==> src/rtl/systolic_operand_feeder.sv <==
// rtl/systolic_operand_feeder.sv - buffers A/B and streams them diagonally skewed into a DIMxDIM systolic array
// Optional macro FEEDER_WR_ERR_EN: sticky wr_err_o for writes attempted while busy.
module systolic_operand_feeder #(
    parameter int DATA_WIDTH = 32,
    parameter int DIM        = 4
) (
    input  logic                          clk_i,
    input  logic                          rst_i,
    input  logic                          wr_en_i,
    input  logic                          wr_sel_i,
    input  logic [$clog2(DIM*DIM)-1:0]    wr_addr_i,
    input  logic [DATA_WIDTH-1:0]         wr_data_i,
    input  logic                          go_i,
    input  logic                          release_i,
    output logic [DIM*DATA_WIDTH-1:0]     a_row_o,
    output logic [DIM*DATA_WIDTH-1:0]     b_col_o,
    output logic                          start_o,
    output logic                          busy_o,
    output logic                          done_o,
    output logic                          wr_err_o
);
    localparam int N      = DIM * DIM;
    localparam int AW     = $clog2(N);
    localparam int T_LAST = 3 * DIM - 3;
    localparam int TW     = $clog2(3 * DIM);

    typedef enum logic [1:0] {IDLE, FEED, HOLD} state_t;

    state_t                      state;
    logic [TW-1:0]               t;
    logic [TW-1:0]               ft;
    logic                        wr_ok;
    logic [DATA_WIDTH-1:0]       a_buf [N];
    logic [DATA_WIDTH-1:0]       b_buf [N];
    logic [DATA_WIDTH-1:0]       a_view [N];
    logic [DATA_WIDTH-1:0]       b_view [N];
    logic [DIM*DATA_WIDTH-1:0]   a_lanes;
    logic [DIM*DATA_WIDTH-1:0]   b_lanes;

    assign wr_ok = wr_en_i && (state == IDLE);

    // The view forwards an IDLE write so a write coinciding with go is already seen by feed cycle 0.
    always_comb begin
        for (int i = 0; i < N; i++) begin
            a_view[i] = a_buf[i];
            b_view[i] = b_buf[i];
            if (wr_ok && wr_addr_i == AW'(i)) begin
                if (wr_sel_i)
                    b_view[i] = wr_data_i;
                else
                    a_view[i] = wr_data_i;
            end
        end
        ft      = (state == IDLE) ? '0 : t + 1'b1;
        a_lanes = '0;
        b_lanes = '0;
        for (int r = 0; r < DIM; r++) begin
            for (int k = 0; k < DIM; k++) begin
                if (int'(ft) == r + k) begin
                    a_lanes[r*DATA_WIDTH +: DATA_WIDTH] = a_view[r*DIM + k];
                    b_lanes[r*DATA_WIDTH +: DATA_WIDTH] = b_view[k*DIM + r];
                end
            end
        end
    end

    always_ff @(posedge clk_i) begin
        if (rst_i) begin
            for (int i = 0; i < N; i++) begin
                a_buf[i] <= '0;
                b_buf[i] <= '0;
            end
        end else begin
            for (int i = 0; i < N; i++) begin
                a_buf[i] <= a_view[i];
                b_buf[i] <= b_view[i];
            end
        end
    end

    // Outputs are loaded with the lanes of the cycle being entered, so they stay registered.
    always_ff @(posedge clk_i) begin
        if (rst_i) begin
            state   <= IDLE;
            t       <= '0;
            a_row_o <= '0;
            b_col_o <= '0;
            start_o <= 1'b0;
            busy_o  <= 1'b0;
            done_o  <= 1'b0;
        end else begin
            case (state)
                IDLE: begin
                    if (go_i) begin
                        state   <= FEED;
                        t       <= '0;
                        a_row_o <= a_lanes;
                        b_col_o <= b_lanes;
                        start_o <= 1'b1;
                        busy_o  <= 1'b1;
                    end
                end
                FEED: begin
                    if (t == TW'(T_LAST)) begin
                        state   <= HOLD;
                        a_row_o <= '0;
                        b_col_o <= '0;
                        done_o  <= 1'b1;
                    end else begin
                        t       <= t + 1'b1;
                        a_row_o <= a_lanes;
                        b_col_o <= b_lanes;
                    end
                end
                HOLD: begin
                    if (release_i) begin
                        state   <= IDLE;
                        start_o <= 1'b0;
                        busy_o  <= 1'b0;
                        done_o  <= 1'b0;
                    end
                end
                default: state <= IDLE;
            endcase
        end
    end

`ifdef FEEDER_WR_ERR_EN
    always_ff @(posedge clk_i) begin
        if (rst_i)
            wr_err_o <= 1'b0;
        else if (state == IDLE && go_i)
            wr_err_o <= 1'b0;
        else if (wr_en_i && busy_o)
            wr_err_o <= 1'b1;
    end
`else
    assign wr_err_o = 1'b0;
`endif

endmodule

==> config.mk <==
export PLATFORM = sky130hd
export DESIGN_NAME = systolic_operand_feeder
export DESIGN_NICKNAME = d
export VERILOG_FILES = /design/src/rtl/systolic_operand_feeder.sv
export SDC_FILE = /design/constraint.sdc
export NUM_CORES = 2
export LEC_CHECK = 0
export CAP_MARGIN = 0
export CORE_ASPECT_RATIO = 0.7
export CORE_MARGIN = 2
export CORE_UTILIZATION = 55
export DETAILED_ROUTE_END_ITERATION = 16
export PLACE_DENSITY = 0.77
export SLEW_MARGIN = 30
export SYNTH_ARGS = -nofsm -noshare
export SYNTH_HDL_FRONTEND = slang
export SYNTH_SLANG_ARGS = --single-unit
==> constraint.sdc <==
create_clock -name clk_i -period 3.5 [get_ports clk_i]
set_input_delay 0.35 -clock clk_i [delete_from_list [all_inputs] [get_ports clk_i]]
set_output_delay 0.35 -clock clk_i [all_outputs]
set_load 0.05 [all_outputs]
* Word level (Yosys, flattened, before mapping)
Memory sizes are Yosys's and may differ from the RTL's.
Cells that the tools add are included.
** Storage, ports and cells
- Register bits after elaboration :: 264
- Memory bits (writable) :: 1024
- Word-level logic and storage cells :: 247
- Memories :: 2
** Memories
- a_buf :: words 16, bits a word 32, read ports 16, clocked after memory_dff 0, write ports 16, line 33 : logic [DATA_WIDTH-1:0] a_buf [N];
- b_buf :: words 16, bits a word 32, read ports 16, clocked after memory_dff 0, write ports 16, line 34 : logic [DATA_WIDTH-1:0] b_buf [N];
** Cells by class
- Add/subtract/negate cells :: 1
- Eq/ne operators :: 28
- Multiplexer cells :: 150
- Bitwise gates (word level) :: 32
- Reduce and logical (&&, ||, !) cells :: 28
** Operator list (count)
- two-way mux 32 bit :: 128
- two-way mux 128 bit :: 4
- case mux 128 bit (2 select lines) :: 2
- equality test 4 bit, second input constant :: 12
- bitwise OR 1 bit :: 32
- equality test 4 x 3 -> 1 bit, second input constant :: 6
- logical AND 1 bit :: 17
- equality test 4 x 2 -> 1 bit, second input constant :: 3
- two-way mux 4 bit :: 3
- AND reduction 3 bit :: 4
- zero test 4 bit :: 2
- != test 2 bit, second input constant :: 4
- case mux 4 bit (2 select lines) :: 1
- two-way mux 1 bit :: 6
- two-way mux 2 bit :: 3
- case mux 2 bit (3 select lines) :: 1
- nonzero test 2 bit :: 3
- adder 4 x 1 -> 4 bit, second input constant :: 1
- equality test 4 x 1 -> 1 bit, second input constant :: 1
- case mux 1 bit (2 select lines) :: 2
- equality test 2 x 1 -> 1 bit, second input constant :: 1
- equality test 2 bit, second input constant :: 1
- zero test 2 bit :: 1
- AND reduction 2 bit :: 1

* Logic depth before layout (Yosys ltp)
- Depth in word-level cells :: 10
- Depth in mapped cells :: 11
- Gate-level depth less buffers :: 8

* Least setup slack after synthesis
No wires, ideal clock.
- Kind :: reg2reg
- From :: register t[1]
- To :: register a_row_o[106]
- Library setup time :: 85 ps
- Arrival :: 2308 ps
- Path slack :: 1107 ps
- Cell stages (with the launch flop) :: 11
- Path buffers :: 3
- Path through :: dfxtp_1 > inv_1 > ha_1 > or3_1 > or3_1 > buf_2 > buf_2 > clkbuf_1 > o21ai_1 > nor2_1 > o31ai_2
** Between the ends
- Word-level cells in the longest chain between the ends :: 9
- Elaborated cells between the ends (all ways) :: 14
** Ends and longest elaborated chain
- start: declaration :: line 30 : logic [TW-1:0] t;
- start signal: assignment :: line 110 : t <= t + 1'b1;
- adder 4 x 1 -> 4 bit :: line 54 : ft = (state == IDLE) ? '0 : t + 1'b1;
- two-way mux 4 bit :: line 54
- equality test 4 x 3 -> 1 bit :: line 59 : if (int'(ft) == r + k) begin
- two-way mux 32 bit (4 in series) :: line 59
- two-way mux 128 bit (on tied branches) :: line 104, 94
- case mux 128 bit (2 select lines) (*) :: line 92 : case (state)
- end signal: assignment :: line 97 : a_row_o <= a_lanes;
- end signal: assignment :: line 111 : a_row_o <= a_lanes;
- end: declaration :: line 15 : output logic [DIM*DATA_WIDTH-1:0] a_row_o,
Mark *: on every way between the ends. The rest lies on a longest branch, timed or not. The select of a mux whose other input is x is not followed.
A chain may end at the register's enable or synchronous reset.

* Worst setup path after layout
- From :: register t[1]
- To :: register b_col_o[107]
** Between the ends
- Word-level cells in the longest chain between the ends :: 9
- Elaborated cells between the ends (all ways) :: 14
** Ends and longest elaborated chain
- adder 4 x 1 -> 4 bit :: line 54
- two-way mux 4 bit :: line 54
- equality test 4 x 3 -> 1 bit :: line 59
- two-way mux 32 bit (4 in series) :: line 59
- two-way mux 128 bit (on tied branches) :: line 104, 94
- case mux 128 bit (2 select lines) (*) :: line 92
- end signal: assignment :: line 98 : b_col_o <= b_lanes;
- end signal: assignment :: line 112 : b_col_o <= b_lanes;
- end: declaration :: line 16 : output logic [DIM*DATA_WIDTH-1:0] b_col_o,
Marked as above.

==> flow_metrics.py <==
metrics = {
    "synth": {
        "yosysTopAreaCell": "dfxtp_1",
        "synthTopCellsByArea": "dfxtp_1 51%, mux2i_1 16%, nor2_1 8.3%",
        "yosys_register_bits": 1288,
        "syn_inst": 5428,
        "synth_area_um2": 50650,
        "ys_seq_area_share_pct": 50.91,
        "async_flop_share_pct": 0,
        "syn_avg_cell_area_um2": 9.331,
        "ys_warn_count": 0,
        "synth_top_area_share_pct": 50.91,
        "syn_nets": 5472,
        "synth-edff-count": 0,
        "synth_cell_types": 58,
        "synth_ff_type": "dfxtp_1",
    },
    "placed_design": {
        "io_buffers": 300,
        "dp.cells": 6571,
        "pre_cts_ws_ns": 0.3827,
        "dp_hpwl_um": 93560,
        "gp_congestion": 0.8669,
    },
    "route": {
        "drtAntennaViolNets": 0,
        "wl_per_cell_um": 23.42,
        "post-route-drc-count": 0,
        "drtIter0Drc": 4800,
        "vias": 41770,
        "drt-total-wl_um": 159100,
        "dr.pass1.iters": 6,
        "vias_per_cell": 6.150,
    },
    "sta": {
        "max_slew_margin_pct": 29.58,
        "finalCritPeriodShare_pct": 87.14,
        "setup_viol": 0,
        "fin_skew_ns": 0.03166,
        "finalMaxSlewViolations": 0,
        "rsz0062_at_grt": "false",
        "tightest_slew_ns": 1.056,
        "setup_ws_ns": 0.4503,
        "setup_tns_ns": 0,
        "max_freq_mhz": 327.9,
        "hold_viol_final": 0,
        "period_minus_slack_ns": 3.050,
    },
    "global_routing": {
        "grtUsageTotal_pct": 32.32,
        "grt_remaining_overflow": 0,
        "grt_use_met2_pct": 48.87,
        "gr-usage-met1_pct": 44.38,
        "antenna_found_initial": 9,
        "grt_start_max_net_pins": 216,
        "grt.busiest_layer": "met2",
        "grt_pass1_vias": 39780,
        "grt_pass1_wl_um": 239900,
        "grtUsageMet3_pct": 7.631,
    },
    "cts": {
        "postCtsHoldBufs": 0,
        "clk_path_buf_depth": 3,
        "numCtsBuffers": 116,
        "cts_setup_buffers": 0,
        "root_buffer": "clkbuf_16",
        "cts-resized-gates": 0,
        "htreeDepth": 3,
        "clk_latency_ns": 0.73,
        "cts_sinks": 1288,
        "path_clk_slew_ns": 0.07,
        "cts_tree": "done",
    },
    "outcome": {
        "outcome": "complete, no violations",
    },
    "critical_path": {
        "critPathLaunch": "t[1]",
        "crit_type": "reg -> reg",
        "reg2reg_from": "t[1]",
        "critPathMaxFanout": 65,
        "crit_arrival_ns": 3.67,
        "crit_path_end_kind": "flop",
        "start_kind": "flop",
        "required_ns": 4.12,
    },
    "die": {
        "core_um2": 91580,
        "rows": 93,
        "dieHeight_um": 257.9,
        "start_util_pct": 55.30,
        "dieArea_um2": 94570,
        "die_w_um": 366.7,
        "ios": 302,
    },
    "hold_path": {
        "hold_path.class": "in -> reg",
        "hp-start": "rst_i",
    },
    "final_layout": {
        "nets": 5499,
        "area_growth_pct": 16.18,
        "final_cell_mix": "1288 x dfxtp_1, 1115 x nor2_1, 820 x mux2i_1",
        "stdcell_count": 6791,
        "drive_above_1_share_pct": 7.838,
        "mostFrequentLayoutCell": "dfxtp_1",
    },
    "pwr": {
        "pwr-share-seq_pct": 49.6,
        "intPower_mw": 22.73,
        "swShare_pct": 23.93,
        "power.static_leakage_nw": 25.30,
        "power_density_nw_per_um2": 507.8,
        "ir_drop_v": 0.0004312,
        "switchingPower_mw": 7.150,
        "power_frac_clock_pct": 44.0,
        "p_comb_share_pct": 6.4,
    },
    "job": {
        "max-cap-violations": 0,
    },
}
==> synthesized netlist by cell type (3+ instances only) <==
cell,count
a22oi_1,174
o31ai_1,21
o211ai_1,32
dfxtp_1,1288
clkbuf_1,378
nand4_1,4
o221a_1,9
nand2b_1,7
o21ai_0,130
nor2b_1,37
or2_2,4
a21o_1,20
buf_6,4
nor2_1,1116
o22ai_1,149
mux2i_1,820
a21oi_1,200
nand3_1,11
nand3_2,3
o21ai_1,82
nor3_1,8
buf_4,17
or3_1,23
and2_1,32
a22o_1,89
o31ai_2,12
o221ai_1,97
o21a_1,34
buf_2,80
a221oi_1,64
o31a_1,22
nand2_1,349
buf_1,76
inv_1,3
==> path summary, 6_finish.rpt <==
| kind | end | slack, ns | depth (start not counted) |
|---|---|---|---|
| setup reg to reg | b_col_o[107] | 0.45 | 9 |
| setup / recovery | b_col_o[107] | 0.45 | 9 |
| hold / removal | b_buf[0][202] | 0.06 | 2 |
| hold reg to reg | b_col_o[80] | 0.43 | 2 |
==> worst max-delay path, cell delays in order, from the launching register on <==
cell and delay [ns]:
dfxtp_1 0.47, inv_1 0.08, ha_1 0.36, o211ai_1 0.32, or3_1 0.26, o31a_2 0.23
buf_12 0.35, buf_4 0.37, o22ai_1 0.17, o31a_1 0.30
==> area by class of cell <==
cell class,count,area [um^2]
inverters,3,11.26
clock buffers,174,3453
well taps,1235,1545
multi-input cells,3582,22790
flip-flops and latches,1288,25780
fillers,7406,32740
repair buffers,464,4772
diodes,6,15.01
clock inverters,39,469.2
==> cell families (layout without fill, tap and decap cells) <==
| group | count (synthesis) | after routing | synth area share, % |
|---|---|---|---|
| DFF | 1288 | 1288 | 50.91 |
| other | 1 | 7 | 0.007404 |
| AOI/OAI and AO/OA | 1142 | 1142 | 15.40 |
| muxes | 821 | 821 | 16.23 |
| and+or+nand+nor | 1615 | 1615 | 12.87 |
| buffers and inverters | 558 | 680 | 4.518 |
| adders and majority gates | 2 | 2 | 0.04940 |
| xor gates and xnor gates | 1 | 1 | 0.01730 |
==> layer usage <==
| metal | vias up | part of all wire (%) |
|---|---|---|
| li1 | 18950 | - |
| met1 | 20340 | 42 |
| met2 | 2136 | 43 |
| met3 | 328 | 11 |
| met4 | 4 | 4.2 |
| met5 | - | 0.016 |
==> per-stage QoR <==
step | area [um^2] | power, mW | hold WS, ns | utilization [%]
2_1_floorplan | 50650 | 16.25 | 0.4399 | -
3_3_place_gp | 54870 | 16.97 | 0.4251 | 59.92
3_5_place_dp | 54880 | 16.99 | 0.4290 | 59.92
4_1_cts | 58800 | 29.89 | 0.04756 | 64.21
5_1_grt | 58840 | 30.56 | 0.06908 | 64.25
6_report | 58840 | 29.88 | 0.06493 | 64.25
==> power groups by stage <==
stage / Combinational, mW / Clock (mW) / Sequential (mW)
after global placement: 1.82 / 0 / 15.1
after CTS: 1.84 / 13.2 / 14.8
after detailed placement: 1.83 / 0 / 15.2
final: 1.90 / 13.2 / 14.8
after global routing: 1.97 / 13.8 / 14.8
after floorplan: 0.989 / 0 / 15.3
==> registers in the layout, summed over array words and instances (netlist names) <==
| signal | flops |
|---|---|
| a_row_o | 128 |
| state | 2 |
| a_buf | 512 |
| busy_o | 1 |
| done_o | 1 |
| t | 4 |
| b_col_o | 128 |
| b_buf | 512 |
(Power assumes the default switching activity.)
